[src/rtl/snake_pkg.sv]
// Shared definitions for the snake engine: FSM state codes, one-hot
// direction constants, the reverse-direction helper and renderer cell size.
package snake_pkg;

  localparam logic [2:0] ST_IDLE   = 3'd0;
  localparam logic [2:0] ST_RUN    = 3'd1;
  localparam logic [2:0] ST_CHECK  = 3'd2;
  localparam logic [2:0] ST_COMMIT = 3'd3;
  localparam logic [2:0] ST_OVER   = 3'd4;

  localparam logic [3:0] DIR_LEFT  = 4'b0001;
  localparam logic [3:0] DIR_RIGHT = 4'b0010;
  localparam logic [3:0] DIR_UP    = 4'b0100;
  localparam logic [3:0] DIR_DOWN  = 4'b1000;

  // Edge length of one grid cell in pixels, used by the VGA renderer.
  localparam int unsigned GRID_SIZE = 40;

  function automatic logic [3:0] dir_opposite(input logic [3:0] d);
    case (d)
      DIR_LEFT:  return DIR_RIGHT;
      DIR_RIGHT: return DIR_LEFT;
      DIR_UP:    return DIR_DOWN;
      DIR_DOWN:  return DIR_UP;
      default:   return 4'b0000;
    endcase
  endfunction

  function automatic logic dir_is_onehot(input logic [3:0] d);
    return (d != 4'b0000) && ((d & (d - 4'd1)) == 4'b0000);
  endfunction

endpackage

[src/rtl/snake_query_match.sv]
// Pixel query comparator bank: compares the renderer's current cell with the
// head, the active body segments and the border, and registers the flags.
module snake_query_match
  import snake_pkg::*;
#(
  parameter int unsigned GRID_W  = 16,
  parameter int unsigned GRID_H  = 12,
  parameter int unsigned MAX_LEN = 8,
  parameter int unsigned COORD_W = 4,
  parameter int unsigned LEN_W   = 4
) (
  input  logic                              CLK100MHZ,
  input  logic                              reset_n,
  input  logic [COORD_W-1:0]                query_x,
  input  logic [COORD_W-1:0]                query_y,
  input  logic [MAX_LEN-1:0][COORD_W-1:0]   seg_x,
  input  logic [MAX_LEN-1:0][COORD_W-1:0]   seg_y,
  input  logic [LEN_W-1:0]                  length,
  output logic                              query_head,
  output logic                              query_body,
  output logic                              query_border,
  output logic                              query_odd
);

  logic [31:0] qx, qy;
  logic        head_hit, body_hit, odd_hit, border_hit, in_grid;

  assign qx = 32'(query_x);
  assign qy = 32'(query_y);

  // Combinational match of the query cell against head, body and border.
  always_comb begin
    in_grid    = (qx < GRID_W) && (qy < GRID_H);
    head_hit   = (query_x == seg_x[0]) && (query_y == seg_y[0]);
    border_hit = in_grid && ((qx == 0) || (qx == GRID_W - 1) ||
                             (qy == 0) || (qy == GRID_H - 1));
    body_hit   = 1'b0;
    odd_hit    = 1'b0;
    for (int unsigned i = 1; i < MAX_LEN; i++) begin
      if (!body_hit && (LEN_W'(i) < length) &&
          (query_x == seg_x[i]) && (query_y == seg_y[i])) begin
        body_hit = 1'b1;
        odd_hit  = i[0];
      end
    end
  end

  // Register the flags so the renderer sees them one cycle after the query.
  always_ff @(posedge CLK100MHZ or negedge reset_n) begin
    if (!reset_n) begin
      query_head   <= 1'b0;
      query_body   <= 1'b0;
      query_border <= 1'b0;
      query_odd    <= 1'b0;
    end else begin
      query_head   <= head_hit;
      query_body   <= body_hit;
      query_border <= border_hit;
      query_odd    <= odd_hit;
    end
  end

endmodule

[src/rtl/snake_engine.sv]
// Grid-level snake engine: segment store, move FSM with a fixed-latency
// self-collision scan, apple growth and wall handling.
// Optional macro SNAKE_WRAP_WALLS_EN: borders wrap to the opposite interior
// cell instead of ending the game.
module snake_engine
  import snake_pkg::*;
#(
  parameter int unsigned GRID_W   = 16,
  parameter int unsigned GRID_H   = 12,
  parameter int unsigned MAX_LEN  = 8,
  parameter int unsigned INIT_LEN = 3,
  parameter int unsigned COORD_W  = 4,
  parameter int unsigned LEN_W    = 4
) (
  input  logic               CLK100MHZ,
  input  logic               reset_n,
  input  logic               start,
  input  logic               step_tick,
  input  logic [3:0]         dir_req,
  input  logic [COORD_W-1:0] apple_x,
  input  logic [COORD_W-1:0] apple_y,
  input  logic               apple_valid,
  input  logic [COORD_W-1:0] query_x,
  input  logic [COORD_W-1:0] query_y,
  output logic [COORD_W-1:0] head_x,
  output logic [COORD_W-1:0] head_y,
  output logic [LEN_W-1:0]   length,
  output logic               apple_eaten,
  output logic               game_over,
  output logic               busy,
  output logic               query_head,
  output logic               query_body,
  output logic               query_border,
  output logic               query_odd
);

  localparam int unsigned IDX_W = $clog2(MAX_LEN);
  localparam logic [IDX_W-1:0] LAST_IDX = IDX_W'(MAX_LEN - 1);

  logic [2:0]                       state;
  logic [3:0]                       heading, new_heading;
  logic [MAX_LEN-1:0][COORD_W-1:0]  seg_x, seg_y;
  logic [LEN_W-1:0]                 len_q;
  logic [COORD_W-1:0]               nh_x, nh_y, cand_x, cand_y;
  logic                             grow_q, collide_q, cand_grow;
  logic [IDX_W-1:0]                 scan_i;
  logic                             scan_active, scan_hit, fatal;

  // Heading for this tick: one-hot requests win unless they reverse the snake.
  always_comb begin
    new_heading = heading;
    if (dir_is_onehot(dir_req) && (dir_req != dir_opposite(heading)))
      new_heading = dir_req;
  end

  // Candidate next head, modular step on one axis, optional border wrap.
  always_comb begin
    cand_x = seg_x[0];
    cand_y = seg_y[0];
    case (new_heading)
      DIR_LEFT:  cand_x = seg_x[0] - COORD_W'(1);
      DIR_RIGHT: cand_x = seg_x[0] + COORD_W'(1);
      DIR_UP:    cand_y = seg_y[0] - COORD_W'(1);
      DIR_DOWN:  cand_y = seg_y[0] + COORD_W'(1);
      default:   ;
    endcase
`ifdef SNAKE_WRAP_WALLS_EN
    if (cand_x == '0)                       cand_x = COORD_W'(GRID_W - 2);
    else if (cand_x >= COORD_W'(GRID_W - 1)) cand_x = COORD_W'(1);
    if (cand_y == '0)                       cand_y = COORD_W'(GRID_H - 2);
    else if (cand_y >= COORD_W'(GRID_H - 1)) cand_y = COORD_W'(1);
`endif
    cand_grow = apple_valid && (cand_x == apple_x) && (cand_y == apple_y);
  end

  // Scan step and commit decision; the tail only counts when it stays put.
  always_comb begin
    scan_active = (LEN_W'(scan_i) < (len_q - LEN_W'(1))) ||
                  (grow_q && (LEN_W'(scan_i) == (len_q - LEN_W'(1))));
    scan_hit    = scan_active && (seg_x[scan_i] == nh_x) && (seg_y[scan_i] == nh_y);
`ifdef SNAKE_WRAP_WALLS_EN
    fatal = collide_q;
`else
    fatal = collide_q || (nh_x == '0) || (nh_x >= COORD_W'(GRID_W - 1)) ||
            (nh_y == '0) || (nh_y >= COORD_W'(GRID_H - 1));
`endif
  end

  // Game FSM and segment store.
  always_ff @(posedge CLK100MHZ or negedge reset_n) begin
    if (!reset_n) begin
      state     <= ST_IDLE;
      heading   <= DIR_RIGHT;
      len_q     <= LEN_W'(INIT_LEN);
      nh_x      <= '0;
      nh_y      <= '0;
      grow_q    <= 1'b0;
      collide_q <= 1'b0;
      scan_i    <= '0;
      for (int unsigned i = 0; i < MAX_LEN; i++) begin
        seg_x[i] <= COORD_W'(GRID_W / 2 - i);
        seg_y[i] <= COORD_W'(GRID_H / 2);
      end
    end else begin
      case (state)
        ST_IDLE: if (start) state <= ST_RUN;
        ST_RUN: begin
          if (step_tick) begin
            heading   <= new_heading;
            nh_x      <= cand_x;
            nh_y      <= cand_y;
            grow_q    <= cand_grow;
            collide_q <= 1'b0;
            scan_i    <= IDX_W'(1);
            state     <= ST_CHECK;
          end
        end
        ST_CHECK: begin
          if (scan_hit) collide_q <= 1'b1;
          if (scan_i == LAST_IDX) state <= ST_COMMIT;
          else                    scan_i <= scan_i + IDX_W'(1);
        end
        ST_COMMIT: begin
          if (fatal) begin
            state <= ST_OVER;
          end else begin
            for (int unsigned i = 1; i < MAX_LEN; i++) begin
              seg_x[i] <= seg_x[i-1];
              seg_y[i] <= seg_y[i-1];
            end
            seg_x[0] <= nh_x;
            seg_y[0] <= nh_y;
            if (grow_q && (len_q < LEN_W'(MAX_LEN))) len_q <= len_q + LEN_W'(1);
            state <= ST_RUN;
          end
        end
        ST_OVER: begin
          if (start) begin
            heading <= DIR_RIGHT;
            len_q   <= LEN_W'(INIT_LEN);
            for (int unsigned i = 0; i < MAX_LEN; i++) begin
              seg_x[i] <= COORD_W'(GRID_W / 2 - i);
              seg_y[i] <= COORD_W'(GRID_H / 2);
            end
            state <= ST_RUN;
          end
        end
        default: state <= ST_IDLE;
      endcase
    end
  end

  assign head_x      = seg_x[0];
  assign head_y      = seg_y[0];
  assign length      = len_q;
  assign game_over   = (state == ST_OVER);
  assign busy        = (state == ST_CHECK) || (state == ST_COMMIT);
  assign apple_eaten = (state == ST_COMMIT) && grow_q && !fatal;

  snake_query_match #(
    .GRID_W  (GRID_W),
    .GRID_H  (GRID_H),
    .MAX_LEN (MAX_LEN),
    .COORD_W (COORD_W),
    .LEN_W   (LEN_W)
  ) u_query (
    .CLK100MHZ    (CLK100MHZ),
    .reset_n      (reset_n),
    .query_x      (query_x),
    .query_y      (query_y),
    .seg_x        (seg_x),
    .seg_y        (seg_y),
    .length       (len_q),
    .query_head   (query_head),
    .query_body   (query_body),
    .query_border (query_border),
    .query_odd    (query_odd)
  );

endmodule

[config.mk]
export PLATFORM = sky130hd
export DESIGN_NAME = snake_engine
export DESIGN_NICKNAME = d
export VERILOG_FILES = /design/src/rtl/snake_pkg.sv /design/src/rtl/snake_query_match.sv /design/src/rtl/snake_engine.sv
export SDC_FILE = /design/constraint.sdc
export NUM_CORES = 1
export LEC_CHECK = 0
export CAP_MARGIN = 10
export CORE_UTILIZATION = 30
export DETAILED_ROUTE_END_ITERATION = 6
export PLACE_DENSITY_LB_ADDON = 0.12
export SLEW_MARGIN = 5
export SYNTH_ARGS = -nofsm -noshare
export SYNTH_HDL_FRONTEND = slang
export SYNTH_SLANG_ARGS = --single-unit
[constraint.sdc]
create_clock -name CLK100MHZ -period 3.7 [get_ports CLK100MHZ]
set_input_delay 0.74 -clock CLK100MHZ [delete_from_list [all_inputs] [get_ports CLK100MHZ]]
set_output_delay 0.74 -clock CLK100MHZ [all_outputs]
set_load 0.1 [all_outputs]
==> results of run 1 <==
## cell type report
type / count / area, um2
clock buffers: 9 / 225
clock inverters: 7 / 75.1
fillers: 2078 / 12900
well taps: 270 / 338
repair buffers: 83 / 677
inverters: 7 / 26.3
flip-flops and latches: 92 / 2340
multi-input cells: 535 / 3650
## power by group through the flow
stage	logic, mW	clock network [mW]	registers, mW
final	3.67	0.956	2.43
after global routing	4.02	1.02	2.52
after CTS	3.68	0.990	2.43
after detailed placement	3.63	0	2.44
after global placement	3.59	0	2.42
after floorplan	2.77	0	2.16
## registers in the layout, indices dropped and copies added, names as in the netlist
signal / flops
head_y: 4
nh_y: 4
seg_x: 28
u_query.query_odd: 1
heading: 4
u_query.query_body: 1
u_query.query_border: 1
nh_x: 4
seg_y: 28
scan_i: 3
length: 4
head_x: 4
u_query.query_head: 1
state: 3
grow_q: 1
collide_q: 1
## routing by layer
metal  GRT usage (%)  up-vias  share of wire, %
li1                -     2469                 -
met1            26.5     2593                48
met2            27.7      142                45
met3            2.88       21               4.9
met4            5.58        0               1.5
met5               0        -                 0
## through the flow
| step | hold WS [ps] | worst slack [ps] | setup TNS, ps | std cells | total power [mW] |
|---|---|---|---|---|---|
| global route | 413 | 8.03 | 0 | 1003 | 7.56 |
| floorplan | 444 | -9.80 | -9.80 | 691 | 4.93 |
| finish | 381 | 185 | 0 | 1003 | 7.05 |
| detailed placement | 469 | -556 | -1550 | 984 | 6.07 |
| global placement | 466 | -406 | -1050 | 984 | 6.01 |
| CTS | 390 | 96.8 | 0 | 1002 | 7.09 |
## layout by cell type (no fill, tap or decap), drive strengths merged, types with 11 or more instances in the layout
master         count
nor2              18
buf               55
clkdlybuf4s50     24
nor2b             11
ha                13
mux4              16
dfrtp             60
mux2i             17
nor4              11
dfstp             32
nand3             42
clkbuf            12
o21ai             51
a21oi             19
xor2              36
nand2            153
xnor2             54
## worst max-delay path by stage
| stage | from | to |
|---|---|---|
| floorplan | dir_req[1] | grow_q$_DFFE_PN0P_ |
| global route | heading[1]$_DFFE_PN1P_ | grow_q$_DFFE_PN0P_ |
| detailed placement | dir_req[3] | grow_q$_DFFE_PN0P_ |
| global placement | dir_req[3] | grow_q$_DFFE_PN0P_ |
| CTS | dir_req[3] | grow_q$_DFFE_PN0P_ |
| finish | dir_req[3] | grow_q$_DFFE_PN0P_ |
## timing repair
item	4_1_cts	5_1_grt
gates resized for setup	9	14
endpoints found under the setup margin	3	3
buffers inserted	2	1
pin swaps	4	6
## cells by family (layout without fill, tap and decap cells)
kind of cell               after synthesis  after routing  share of synthesized area, %
adders and majority gates               15             15                          3.28
DFF                                     92             92                          37.9
xor gates and xnor gates                90             90                          12.7
and+or+nand+nor                        290            290                          22.2
AOI/OAI and AO/OA                      107            107                          10.8
buffers and inverters                   64            106                          4.53
muxes                                   33             33                          8.58
## worst max-delay path, cell delays in order
cell and delay [ps]:
clkbuf_2 130, nand2b_4 160, or4_4 550, a21oi_4 220
nor4_2 60, a31oi_1 150, buf_4 150, ha_1 220
a21o_1 190, a21oi_2 200, mux2i_1 250, o32ai_2 140
buf_4 150, a22oi_1 150, o21ai_1 100, o31ai_2 210
==> flow_metrics.env, run 1 <==
export IMPL_yosysTopAreaCellShare_pct=24.3
export IMPL_drv_cap=0
export IMPL_power_frac_comb_pct=52.0
export IMPL_fin_worst_skew_ps=12.8
export IMPL_finish_utilization_pct=36.2
export IMPL_die_h_um=146
export IMPL_numCtsBuffers=9
export IMPL_cts_tree="built"
export IMPL_p_clk_share_pct=13.6
export IMPL_synth_area_per_cell_um2=8.95
export IMPL_synth_edf_count=0
export IMPL_setup_viol=0
export IMPL_yosysSeqAreaShare_pct=37.9
export IMPL_ctsHoldBuffers=0
export IMPL_worstSetupStartpointType="input pin"
export IMPL_grt_max_degree=65
export IMPL_core_area_um2=20200
export IMPL_synth_ff_type="dfrtp_1"
export IMPL_synth_seq_cells=92
export IMPL_arrival_ps=3780
export IMPL_wl_per_cell_um=18.6
export IMPL_period_share_pct=95.0
export IMPL_insertion_delay_ps=360
export IMPL_chipWidth_um=146
export IMPL_synthToLayoutAreaGrowth_pct=18.6
export IMPL_p_int_mw=3.77
export IMPL_portBuffers=43
export IMPL_rsz0062_at_grt="false"
export IMPL_vias=5225
export IMPL_cts_sinks=92
export IMPL_dp_hpwl_mm=13.2
export IMPL_drc=0
export IMPL_routed_wl_mm=18.7
export IMPL_grt_pass1_wl_mm=29.7
export IMPL_clockBufferDepth=2
export IMPL_seqPwrFrac_pct=34.4
export IMPL_reg2reg_slack_ps=220
export IMPL_slew_viol_final=0
export IMPL_slew_headroom_pct=35.3
export IMPL_drt_iter0_drc=392
export IMPL_required_ps=3970
export IMPL_power_leakage_nw=3.11
export IMPL_place_area_um2=6960
export IMPL_rows=52
export IMPL_hold_violations=0
export IMPL_synth_common_cells="nand2_1, dfrtp_1, xnor2_1, o21ai_0, nand3_1"
export IMPL_clkTransAtPathRegs_ps=70
export IMPL_endpoint_kind="register"
export IMPL_grt_ovfl_total=0
export IMPL_antenna_found_initial=0
export IMPL_r2r_start="heading[1]$_DFFE_PN1P_"
export IMPL_min_path_type="input pin to async pin"
export IMPL_p_per_area_nw_per_um2=962
export IMPL_postRouteAntennaNets=0
export IMPL_initial_core_util_pct=30.6
export IMPL_period_minus_slack_ps=3520
export IMPL_status="finished, final reports clean"
export IMPL_async_reset_ff_share_pct=100
export IMPL_dieArea_um2=21200
export IMPL_grt_pass1_vias=5060
export IMPL_r2r_end="grow_q$_DFFE_PN0P_"
export IMPL_gr_usage_all_layers_pct=18.2
export IMPL_synthesis_instances=691
export IMPL_yosysMostFrequentCell="nand2_1"
export IMPL_htreeDepth=3
export IMPL_vias_per_cell=5.21
export IMPL_syn_nets=731
export IMPL_synth_area_leaders="dfrtp_1, dfstp_2, nand2_1"
export IMPL_synth_cell_area_um2=6180
export IMPL_nets=768
export IMPL_antennaDiodeCount=0
export IMPL_cts_root_buf="clkbuf_16"
export IMPL_drive_above_1_share_pct=19.5
export IMPL_path_max_fanout=6
export IMPL_io_pins=44
export IMPL_worst_pin_slew_ps=967
export IMPL_p_sw_share_pct=46.5
export IMPL_worst_r2r_path_depth=15
export IMPL_synth_area_leader_cell="dfrtp_1"
export IMPL_p_sw_mw=3.28
export IMPL_ys_warnings_count=0
export IMPL_critical_path_class="input pin to register"
export IMPL_synth_cell_types=66
export IMPL_fin_area_um2=7330
export IMPL_clock_fmax_ghz=0.284
export IMPL_peakVddDrop_uv=264
export IMPL_gp_congestion=0.836
export IMPL_dr_pass1_iters=5
Power figures use the tool's default switching activity.
==> run 2: changes to the inputs <==
Settings changed: CORE_UTILIZATION 30 to 54.
==> run 2 against run 1 <==
Net effect:
- combinational power fell by 3%
- register-to-register slack worse by 20 ps
- via count grew 1.4%
- die area is 44% lower
==> flow_metrics.env, run 2 (synthesized netlist as in run 1, its figures left out) <==
export IMPL_period_minus_slack_ps=3560
export IMPL_arrival_ps=3820
export IMPL_gp_congestion=0.907
export IMPL_ctsHoldBuffers=0
export IMPL_cp_common_cell="buf_4"
export IMPL_layout_commonest_cell="nand2_1"
export IMPL_grt_max_degree=86
export IMPL_p_per_area_nw_per_um2=972
export IMPL_drv_cap=0
export IMPL_antennaDiodeCount=0
export IMPL_hold_violations=0
export IMPL_status="finished, final reports clean"
export IMPL_dp_slack_ps=-519
export IMPL_vias=5298
export IMPL_final_cells=865
export IMPL_power_leakage_nw=3.05
export IMPL_dpl_cell_count=846
export IMPL_drc=0
export IMPL_period_share_pct=96.1
export IMPL_peakVddDrop_uv=671
export IMPL_cts_root_buf="clkbuf_16"
export IMPL_numCtsBuffers=9
export IMPL_setup_ws_ps=143
export IMPL_insertion_delay_ps=350
export IMPL_place_area_um2=6750
export IMPL_drt_iter0_drc=439
export IMPL_slew_viol_final=0
export IMPL_critical_path_class="input pin to register"
export IMPL_path_max_fanout=5
export IMPL_nets=760
export IMPL_routed_wl_mm=16.5
export IMPL_setup_viol=0
export IMPL_crit_chain="dlygate4sd2_1, nand2b_4, or4_4, a21oi_4, nor4_1, a31oi_1, buf_4, ha_1, a21o_1, a21oi_2, mux2i_1, o32ai_2, buf_4, a22oi_1, o21ai_1, o31ai_2"
export IMPL_worstSetupStartpointType="input pin"
export IMPL_cts_tree="built"
export IMPL_rows=38
export IMPL_antenna_found_initial=0
export IMPL_fill_cells=928
export IMPL_dr_pass1_iters=4
export IMPL_clock_fmax_ghz=0.281
export IMPL_grt_ovfl_total=0
export IMPL_dp_hpwl_mm=11.4
export IMPL_whs_path_depth=2
export IMPL_grt_pass1_wl_mm=26.9
export IMPL_io_pins=44
export IMPL_wl_per_cell_um=19.1
export IMPL_mostFrequentLayoutCells="nand2_1, dfrtp_1, xnor2_1"
export IMPL_critPathMaxStageDelay_ps=430
export IMPL_clockBufferDepth=2
export IMPL_crit_buf_inv=3
export IMPL_postRouteAntennaNets=0
export IMPL_slew_headroom_pct=27.9
export IMPL_worst_pin_slew_ps=1080
export IMPL_drive_above_1_share_pct=17.4
export IMPL_dieArea_um2=11900
export IMPL_fin_area_um2=7080
export IMPL_cts_sinks=92
export IMPL_endpoint_kind="register"
export IMPL_htreeDepth=3
export IMPL_initial_core_util_pct=56.3
export IMPL_top_regs="seg_x: 28 flops, seg_y: 28 flops"
export IMPL_portBuffers=43
export IMPL_fin_worst_skew_ps=10.9
export IMPL_chipWidth_um=109
export IMPL_worst_r2r_path_depth=15
export IMPL_cp_num_cells=16
export IMPL_synthToLayoutAreaGrowth_pct=14.5
export IMPL_die_h_um=109
export IMPL_required_ps=3960
export IMPL_grt_pass1_vias=5015
export IMPL_core_area_um2=11000
export IMPL_vias_per_cell=6.12
export IMPL_crit_family="compound AO/OA/AOI/OAI gates"
export IMPL_slowest_stage="or4_4"
export IMPL_clkTransAtPathRegs_ps=70
export IMPL_min_path_type="register to register"
export IMPL_gr_usage_all_layers_pct=30.0
-- run 2: cell count changes in the layout (fill, tap and decap cells not counted), sizes merged --
cell / change
dlygate4sd2: +2
bufinv: -1
inv: -1
clkbuf: +2
buf: -8
clkinv: -2
-- run 2: path summary, 6_finish.rpt --
path / endpoint / slack, ps / from
worst max-delay path: grow_q$_DFFE_PN0P_ / 140 / dir_req[3]
worst min-delay path: seg_y[26]$_DFFE_PN1P_ / 480 / seg_y[22]$_DFFE_PN1P_
worst max register to register: grow_q$_DFFE_PN0P_ / 200 / heading[1]$_DFFE_PN1P_
worst min register to register: seg_y[26]$_DFFE_PN1P_ / 480 / seg_y[22]$_DFFE_PN1P_
max in group asynchronous: seg_x[6]$_DFFE_PN1P_ / 2320 / reset_n
min in group asynchronous: heading[2]$_DFFE_PN0P_ / 570 / reset_n
-- run 2: final cells by class --
| type | count | area (um2) | share of cell area (%) |
|---|---|---|---|
| Timing Repair Buffer | 75 | 637 | 8.99 |
| Clock buffer | 13 | 250 | 3.53 |
| Sequential cell | 92 | 2340 | 33.1 |
| Tap cell | 140 | 175 | 2.47 |
| Multi-Input combinational cell | 535 | 3630 | 51.2 |
| Clock inverter | 3 | 22.5 | 0.318 |
| Inverter | 7 | 26.3 | 0.371 |
-- run 2: repair_timing --
| item | 4_1_cts | 5_1_grt |
|---|---|---|
| resized for setup | 7 | 9 |
| pin swaps | 4 | 3 |
| buffers inserted | 2 | 1 |
| endpoints found under the setup margin | 3 | 3 |
-- run 2: metal layers --
metal / global-route usage [%] / wire [um]
met2: 44.8 / 7530
met3: 7.11 / 1020
met1: 43.0 / 7700
met4: 9.46 / 260
met5: 0 / 0
-- run 2: per-stage QoR --
stage	utilization (%)	power, mW	setup TNS [ps]	hold slack, ps
after floorplan	-	4.93	-9.80	444
after global placement	61.4	5.81	-868	463
after detailed placement	61.4	5.92	-1360	471
after CTS	64.2	6.84	0	477
after global routing	64.5	7.37	-6.80	504
final	64.5	6.88	0	479
-- run 2: power by group --
| group | total, mW | internal (mW) | leakage (nW) | switching [mW] |
|---|---|---|---|---|
| clock | 0.864 | 0.475 | 0.122 | 0.389 |
| combinational | 3.56 | 1.60 | 1.82 | 1.97 |
| sequential | 2.46 | 1.60 | 1.11 | 0.853 |
| total | 6.88 | 3.67 | 3.05 | 3.21 |
-- run 2: worst min-delay path: stages, from the launching register on --
cell	delay, ps
dfstp_2	390
nand2_1	50
nand2_1	40
==> run 3: changes to the inputs <==
Settings changed: CORE_UTILIZATION 54 to 46.
==> run 3 against run 2 <==
Net effect:
- clock power rose by 33%
- design area rose by 2.8%
- total power rose by 4.8%
- first-iteration DRC count fell by 12%
- sequential power barely moved
- count of clock-buffer cells in the layout fell by 3
- worst hold slack improved by 3.1 ps
- maximum frequency rose by 0.92%
==> flow_metrics.env, run 3 (synthesized netlist as in run 1, its figures left out) <==
export IMPL_final_cells=899
export IMPL_io_pins=44
export IMPL_layout_commonest_cell="nand2_1"
export IMPL_drv_cap=0
export IMPL_top_regs="seg_x: 28 flops, seg_y: 28 flops"
export IMPL_place_area_um2=6800
export IMPL_fin_area_um2=7280
export IMPL_cts_sinks=92
export IMPL_grt_pass1_wl_mm=28.0
export IMPL_drc=0
export IMPL_period_share_pct=95.2
export IMPL_cts_tree="built"
export IMPL_dr_pass1_iters=5
export IMPL_grt_max_degree=85
export IMPL_insertion_delay_ps=350
export IMPL_arrival_ps=3750
export IMPL_ctsHoldBuffers=0
export IMPL_path_max_fanout=10
export IMPL_critical_path_class="register to register"
export IMPL_p_per_area_nw_per_um2=991
export IMPL_grt_pass1_vias=5148
export IMPL_slowest_stage="nor4b_2"
export IMPL_worstSetupStartpointType="register"
export IMPL_vias_per_cell=5.87
export IMPL_antenna_found_initial=0
export IMPL_hold_violations=0
export IMPL_gr_usage_all_layers_pct=25.8
export IMPL_slew_viol_final=0
export IMPL_dpl_cell_count=880
export IMPL_cts_root_buf="clkbuf_16"
export IMPL_dp_hpwl_mm=11.8
export IMPL_routed_wl_mm=17.0
export IMPL_synthToLayoutAreaGrowth_pct=17.7
export IMPL_setup_viol=0
export IMPL_crit_family="simple AND/OR/NAND/NOR gates"
export IMPL_r2r_start="heading[0]$_DFFE_PN0P_"
export IMPL_setup_ws_ps=176
export IMPL_hold_path_startpoint="seg_y[21]$_DFFE_PN1P_"
export IMPL_vias=5275
export IMPL_clock_fmax_ghz=0.284
export IMPL_numCtsBuffers=9
export IMPL_status="finished, final reports clean"
export IMPL_mostFrequentLayoutCells="nand2_1, dfrtp_1, xnor2_1"
export IMPL_power_leakage_nw=3.16
export IMPL_crit_chain="nor4b_2, or4_4, a21oi_4, nor4_1, a31oi_1, buf_4, fa_1, or3b_2, a21oi_1, a2111oi_1, nand3_1, o41ai_2, nand4_1, o31ai_2"
export IMPL_crit_buf_inv=1
export IMPL_critPathMaxStageDelay_ps=570
export IMPL_clkTransAtPathRegs_ps=70
export IMPL_chipWidth_um=118
export IMPL_fin_worst_skew_ps=6.68
export IMPL_gp_congestion=0.945
export IMPL_peakVddDrop_uv=410
export IMPL_wl_per_cell_um=19.0
export IMPL_fin_setup_tns_ps=0
export IMPL_portBuffers=43
export IMPL_nets=762
export IMPL_clockBufferDepth=2
export IMPL_endpoint_kind="register"
export IMPL_rsz0062_at_grt="false"
export IMPL_antennaDiodeCount=0
export IMPL_period_minus_slack_ps=3520
export IMPL_grt_ovfl_total=0
export IMPL_worst_pin_slew_ps=1120
export IMPL_rows=41
export IMPL_slew_headroom_pct=25.2
export IMPL_min_path_type="register to register"
export IMPL_cp_startpoint="heading[0]$_DFFE_PN0P_"
export IMPL_htreeDepth=3
export IMPL_drt_iter0_drc=388
export IMPL_die_h_um=118
export IMPL_dp_slack_ps=-467
export IMPL_initial_core_util_pct=48.0
export IMPL_postRouteAntennaNets=0
export IMPL_dieArea_um2=13900
export IMPL_core_area_um2=12900
export IMPL_drive_above_1_share_pct=18.2
export IMPL_required_ps=3930
run 3: cell types whose count changed in the layout (fill, tap and decap cells not counted), sizes merged:
cell          before  now
buf               47   49
clkbuf            14   10
dlygate4sd2        3    0
bufinv             0    4
clkinv             1    2
dlymetal6s2s       0    4
inv                6    7
clkinvlp           3    0
run 3: repair_timing:
| item | CTS | global route |
|---|---|---|
| setup endpoints to repair | 3 | 3 |
| gates cloned | 0 | 0 |
| pin swaps | 5 | 4 |
| resized for setup | 8 | 9 |
| buffers inserted | 3 | 0 |
run 3: path summary, 6_finish.rpt:
path	slack, ps	endpoint	cells past startpoint
max	180	grow_q$_DFFE_PN0P_	14
min in group asynchronous	540	heading[0]$_DFFE_PN0P_	1
min reg2reg	480	seg_y[25]$_DFFE_PN1P_	2
max in group asynchronous	2260	seg_x[10]$_DFFE_PN1P_	2
max reg2reg	180	grow_q$_DFFE_PN0P_	14
min	480	seg_y[25]$_DFFE_PN1P_	2
run 3: final cells by class:
class	instances	area, um2
multi-input combinational	535	3650
sequential	92	2340
timing repair buffer	77	671
clock inverter	6	134
tap	172	215
fill	1145	5600
clock buffer	10	239
inverter	7	26.3
run 3: stage by stage:
stage,power (mW),utilization [%],hold slack (ps)
6_report,7.22,56.5,482
5_1_grt,7.69,56.5,496
3_3_place_gp,5.88,52.8,462
4_1_cts,7.20,56.2,481
3_5_place_dp,5.98,52.8,469
2_1_floorplan,4.93,-,444
run 3: power by group:
| group | switching [mW] | leakage [nW] | internal, mW |
|---|---|---|---|
| Clock | 0.400 | 0.183 | 0.748 |
| Sequential | 0.846 | 1.11 | 1.60 |
| Combinational | 1.99 | 1.87 | 1.63 |
| Total | 3.24 | 3.16 | 3.98 |
run 3: worst min-delay path: stages, from the launching register on:
cell,delay (ps)
dfstp_2,390
nand2_1,50
nand2_1,40
run 3: per-layer routing:
metal  global-route usage [%]  share of wire, %  vias up
met1                     37.5                46     2640
met2                     39.0                46      176
met5                        0                 0        -
li1                         -                 -     2443
met3                     5.43               6.3       16
met4                     6.49               1.3        0
